$ cat src/rtl/nd_int_pkg.sv
// Shared interrupt-system definitions: level width, sequencer states, "no pending" level.
package nd_int_pkg;

  localparam int unsigned LVL_W = 4;

  typedef logic [LVL_W-1:0] lvl_t;

  // Level 0 doubles as the encoder's "nothing pending" result
  localparam lvl_t LVL_NONE = '0;

  typedef enum logic [2:0] {
    IDLE   = 3'd0,
    SETTLE = 3'd1,
    SAMPLE = 3'd2,
    CMP    = 3'd3,
    REQ    = 3'd4
  } seq_state_e;

endpackage

$ cat src/rtl/int_level_seq.sv
// Interrupt level sequencer: samples the PID/PIE priority encoder (PILKL strobe)
// once writes have settled, and requests a program level change from the
// microsequencer through a req/ack handshake at instruction boundaries.
module int_level_seq
  import nd_int_pkg::*;
#(
  parameter int unsigned SETTLE_CYC = 2
) (
  input  logic             clk,
  input  logic             rst_n,
  input  logic             MCL,
  input  logic             PONI,
  input  logic [LVL_W-1:0] PK,
  input  logic             pid_pie_wr,
  input  logic             ibnd,
  input  logic             lchg_ack,
  output logic             PILKL,
  output logic             lchg_req,
  output logic [LVL_W-1:0] new_lvl,
  output logic [LVL_W-1:0] old_lvl,
  output logic [LVL_W-1:0] cur_lvl,
  output logic             busy
);

  localparam int unsigned     CNT_W      = (SETTLE_CYC > 1) ? $clog2(SETTLE_CYC) : 1;
  localparam logic [CNT_W-1:0] CNT_RELOAD = (SETTLE_CYC == 0) ? '0 : CNT_W'(SETTLE_CYC - 1);

  seq_state_e       state;
  seq_state_e       state_nxt;
  logic [CNT_W-1:0] cnt;
  logic             dirty;
  logic             poni_q;
  logic             poni_rise;

  assign poni_rise = PONI && !poni_q;

  // Next-state decode; the request, once raised, only ends on ack
  always_comb begin
    state_nxt = state;
    unique case (state)
      IDLE: begin
        if (dirty && PONI && ibnd) begin
          state_nxt = (SETTLE_CYC == 0) ? SAMPLE : SETTLE;
        end
      end
      SETTLE: begin
        if (!PONI) begin
          state_nxt = IDLE;
        end else if (pid_pie_wr) begin
          state_nxt = SETTLE;
        end else if (cnt == '0) begin
          state_nxt = SAMPLE;
        end
      end
      SAMPLE: state_nxt = CMP;
      CMP:    state_nxt = (new_lvl == cur_lvl) ? IDLE : REQ;
      REQ: begin
        if (lchg_ack) begin
          state_nxt = IDLE;
        end
      end
      default: state_nxt = IDLE;
    endcase
  end

  // State, settle counter, dirty flag, level registers and registered strobes
  always_ff @(posedge clk or negedge rst_n) begin
    if (!rst_n) begin
      state    <= IDLE;
      cnt      <= '0;
      dirty    <= 1'b0;
      poni_q   <= 1'b0;
      cur_lvl  <= LVL_NONE;
      new_lvl  <= LVL_NONE;
      old_lvl  <= LVL_NONE;
      PILKL    <= 1'b0;
      lchg_req <= 1'b0;
      busy     <= 1'b0;
    end else if (MCL) begin
      state    <= IDLE;
      cnt      <= '0;
      dirty    <= 1'b0;
      poni_q   <= 1'b0;
      cur_lvl  <= LVL_NONE;
      new_lvl  <= LVL_NONE;
      old_lvl  <= LVL_NONE;
      PILKL    <= 1'b0;
      lchg_req <= 1'b0;
      busy     <= 1'b0;
    end else begin
      state    <= state_nxt;
      poni_q   <= PONI;
      PILKL    <= (state_nxt == SAMPLE);
      lchg_req <= (state_nxt == REQ);
      busy     <= (state_nxt != IDLE);

      // A write in the sampling cycle must survive the clear
      if (pid_pie_wr || poni_rise) begin
        dirty <= 1'b1;
      end else if (state == SAMPLE) begin
        dirty <= 1'b0;
      end

      // Settle counter: load on entry, reload on write, saturate at zero
      if (state == IDLE && state_nxt == SETTLE) begin
        cnt <= CNT_RELOAD;
      end else if (state == SETTLE) begin
        if (pid_pie_wr) begin
          cnt <= CNT_RELOAD;
        end else if (cnt != '0) begin
          cnt <= cnt - CNT_W'(1);
        end
      end

      if (state == SAMPLE) begin
        new_lvl <= PK;
      end

      if (state == CMP && state_nxt == REQ) begin
        old_lvl <= cur_lvl;
      end

      if (state == REQ && lchg_ack) begin
        cur_lvl <= new_lvl;
      end
    end
  end

endmodule

$ cat config.mk
export PLATFORM = sky130hd
export DESIGN_NAME = int_level_seq
export DESIGN_NICKNAME = d
export VERILOG_FILES = /design/src/rtl/nd_int_pkg.sv /design/src/rtl/int_level_seq.sv
export SDC_FILE = /design/constraint.sdc
export NUM_CORES = 1
export LEC_CHECK = 0
export ABC_AREA = 1
export BUFFER_PORTS_ARGS = -buffer_cell sky130_fd_sc_hd__buf_2
export CORE_UTILIZATION = 54
export DETAILED_ROUTE_END_ITERATION = 10
export PLACE_DENSITY = 0.93
export SYNTH_ARGS = -nofsm -noshare
export SYNTH_HDL_FRONTEND = slang
export SYNTH_SLANG_ARGS = --single-unit
$ cat constraint.sdc
create_clock -name clk -period 1.7 [get_ports clk]
set_input_delay 0.085 -clock clk [delete_from_list [all_inputs] [get_ports clk]]
set_output_delay 0.085 -clock clk [all_outputs]
set_load 0.05 [all_outputs]
==> Implementation_results.wiki <==
{| class="wikitable"
! Metric !! Value
|-
| Accumulated negative setup slack || 0 ns
|-
| Met2 layer wire length in the routed design || ~1100 um
|-
| Worst-margin pin slew || 0.4503 ns
|-
| Period Utilization, post-route || roughly four fifths
|-
| Final slew viol count || 0
|-
| Final Hold Slack || 0.01083 ns
|-
| Cell type with the largest total area after synthesis || sky130_fd_sc_hd__dfrtp_1
|-
| Outcome || complete, no violations
|-
| Post-Layout Inst Area || about 0.0012 sq mm
|-
| Share of Yosys cell area claimed by the top area cell type || 52.96%
|-
| Endpoint class of the critical path || flip-flop
|-
| Worst skew pair latency || 0.30 ns
|-
| Root Buffer || sky130_fd_sc_hd__clkbuf_4
|-
| Initial antenna violation count || 0
|-
| Start point of the worst min-delay path || PK[2]
|-
| Vias after detailed routing || 916
|-
| Wire length of the first global-routing pass || 3325 um
|-
| Count of unique library cells instantiated by Yosys || 14
|-
| Static leakage power || 0.7184 nW
|-
| Starting density of the core || between 50% and 60%
|-
| Final nets || 167
|-
| Arrival time of data at the critical path endpoint || approximately 1.6 ns
|-
| Detailed-route vias per instance || between 5 and 6
|-
| DR iter-0 viols || 30
|-
| Worst setup path startpoint || state[0]
|-
| Most frequent cells after synthesis || sky130_fd_sc_hd__nand2_1 (34), sky130_fd_sc_hd__inv_1 (25), sky130_fd_sc_hd__dfrtp_1 (21), sky130_fd_sc_hd__nand3_1 (13), sky130_fd_sc_hd__nor2_1 (8)
|-
| Flops & latches, synth || 21
|-
| CORE AREA || 0.001727 sq mm
|-
| Largest voltage drop on the vdd net || 0.4561 mV
|-
| Shortest clock period the worst path allows after layout || 1.360 ns
|-
| Max-capacitance violation count || 0
|-
| Proportion of synthesized chip area in sequential cells || roughly 53%
|-
| Antenna diode count || 0
|-
| Pre-Repair DR Iteration Count || 4
|-
| Data required time of the critical path || 1.94 ns
|-
| FFs w/ async S/R, synth || 100.0%
|-
| Total of buffers placed on input and output ports || 25
|-
| Ratio of total power to cell area || 729.6 mW/mm^2
|-
| Global route overflow || 0
|-
| Final HPWL from detailed placement || 1604 um
|-
| Main flop type after synthesis || sky130_fd_sc_hd__dfrtp_1
|-
| Leading post-synthesis cells by cell area || sky130_fd_sc_hd__dfrtp_1 (53%), sky130_fd_sc_hd__nand2_1 (13%), sky130_fd_sc_hd__inv_1 (9.5%), sky130_fd_sc_hd__nand3_1 (6.6%), sky130_fd_sc_hd__o21ai_0 (3.5%)
|-
| Count of filler cells inserted in the layout || 163
|-
| TritonCTS sink count || 21
|-
| Netlist area before placement || 992.2 sq um
|-
| Die ar. || 0.002013 sq mm
|-
| Die X-Extent || 44.87 um
|-
| Top layer used by detailed routing || met4
|-
| Clock-pin transition on the worst setup and hold timing paths || 0.12 ns
|-
| Total CTS buffers || 3
|-
| Post-synthesis average cell area || 7.875 sq um
|-
| Layout cells sized above 1 || 19.35%
|-
| Wire length the detailed router placed on met1 || between 900 and 1000 um
|-
| Area of combinational cells with multiple inputs || 362.8 sq um
|-
| Worst r2r src || state[0]
|-
| CTS tree || done
|-
| Standard cell area after detailed placement || 0.001139 sq mm
|-
| Via count of the first global-routing pass || 806
|-
| Post-Syn Instances || 126
|-
| Detail Route Antenna Nets || 0
|-
| Number of warnings reported in the yosys synthesis log || 0
|-
| Post-detailed-route wirelength per cell || between 10 and 15 um
|-
| Last weighted congestion value of the routability-driven placer || 0.8056
|-
| Global routing usage summed across all routing layers || between 20% and 30%
|-
| # resized after CTS || 0
|-
| Setup violators final || 0
|-
| RSZ-0062 raised after global routing || false
|-
| Number of remaining DRC errors || 0
|-
| Clock Skew || 0.01209 ns
|-
| Overall die height || 44.87 um
|-
| Hold_buf cts || 2
|-
| Class of the most critical hold timing path || input port to flip-flop
|-
| Achievable frequency || 735.1 MHz
|-
| Number of core rows || 15
|-
| Type of the worst setup path || flip-flop to flip-flop
|-
| Detailed Route WL || 2115 um
|-
| Hold Violations, Final || 0
|-
| Area growth syn-to-layout || 19.42%
|-
| Net count after synthesis || roughly 140
|-
| Worst Path Max Fanout || 6
|-
| Top-Level Pins || 26
|-
| Routed wire length on met3 || ~74 um
|-
| Post-CTS Repair Setup Buffers || 0
|-
| Dominant cell by count in the synthesized netlist || sky130_fd_sc_hd__nand2_1
|-
| Number of enable flip-flop cells after synthesis || 0
|-
| Clock Path Buffers || 2
|-
| Largest net degree at the start of global routing || 22
|-
| H-tree depth || 1
|-
| Crit path launch type || flip-flop
|-
| Area used by sequential logic in the layout || between 500 and 600 sq um
|-
| Headroom to the max-slew limit || 69.98%
|}
## worst paths after layout
kind                                   end  slack [ns]  cells after the start
worst max-delay path            new_lvl[3]        0.34                      5
max in group asynchronous       cur_lvl[3]        1.11                      2
worst min-delay path            new_lvl[2]        0.01                      3
worst min register to register  old_lvl[3]        0.52                      2
worst max register to register  new_lvl[3]        0.34                      5
min in group asynchronous       new_lvl[2]        0.27                      2
## where the power goes
| part | internal [mW] | switching, mW | total (mW) |
|---|---|---|---|
| registers | 0.513 | 0.0102 | 0.523 |
| clock network | 0.0912 | 0.142 | 0.233 |
| logic | 0.0347 | 0.0734 | 0.108 |
## metrics by stage
step / instances / worst slack, ns / total power, mW / util (%)
after floorplan: 126 / 0.2457 / 0.6005 / -
after global placement: 174 / 0.4302 / 0.6324 / 65.94
after detailed placement: 174 / 0.3698 / 0.6371 / 65.94
after CTS: 180 / 0.3409 / 0.8700 / 68.62
after global routing: 180 / 0.2323 / 0.9092 / 68.62
final: 180 / 0.3397 / 0.8645 / 68.62
## placed cells by master (no fill, tap or decap)
cell and instances:
sky130_fd_sc_hd__a21oi_1 6, sky130_fd_sc_hd__a22oi_1 2, sky130_fd_sc_hd__buf_2 25, sky130_fd_sc_hd__clkbuf_1 1, sky130_fd_sc_hd__clkbuf_4 3, sky130_fd_sc_hd__dfrtp_1 21
sky130_fd_sc_hd__dlygate4sd3_1 2, sky130_fd_sc_hd__inv_1 25, sky130_fd_sc_hd__nand2_1 34, sky130_fd_sc_hd__nand2_2 1, sky130_fd_sc_hd__nand3_1 13, sky130_fd_sc_hd__nand4_1 4
sky130_fd_sc_hd__nor2_1 8, sky130_fd_sc_hd__nor3_1 1, sky130_fd_sc_hd__nor3_4 1, sky130_fd_sc_hd__o21ai_0 7, sky130_fd_sc_hd__o21bai_1 1
## registers in the layout, summed over array words and instances (netlist names)
| name | flops |
|---|---|
| old_lvl | 4 |
| poni_q | 1 |
| busy | 1 |
| dirty | 1 |
| cur_lvl | 4 |
| new_lvl | 4 |
| PILKL | 1 |
| cnt | 1 |
| lchg_req | 1 |
| state | 3 |
## final cells by class
type / instances / area share, %
flip-flops and latches: 21 / 44.35
multi-input cells: 78 / 30.62
repair buffers: 27 / 12.25
inverters: 25 / 7.920
well taps: 25 / 2.640
clock buffers: 4 / 2.218
## critical path, cell delays in order (launching register included)
cell	delay, ns
sky130_fd_sc_hd__dfrtp_1	0.44
sky130_fd_sc_hd__inv_1	0.15
sky130_fd_sc_hd__nand3_1	0.23
sky130_fd_sc_hd__nor2_1	0.29
sky130_fd_sc_hd__a22oi_1	0.14
sky130_fd_sc_hd__inv_1	0.07
## logic make-up (layout without fill, tap and decap cells)
kind of cell / Yosys count / in the layout / share of synthesized area [%]
simple gates: 62 / 62 / 27.74
flops: 21 / 21 / 52.96
compound gates: 16 / 16 / 8.827
buf+inv: 27 / 56 / 10.47
## per-layer routing
metal / global-route usage [%] / vias to the layer above
li1: - / 451
met2: 40.88 / 29
met4: 7.879 / 0
met5: 0 / -
met3: 4.800 / 2
met1: 28.35 / 434
Note: power is estimated with default switching activity, not from simulation.
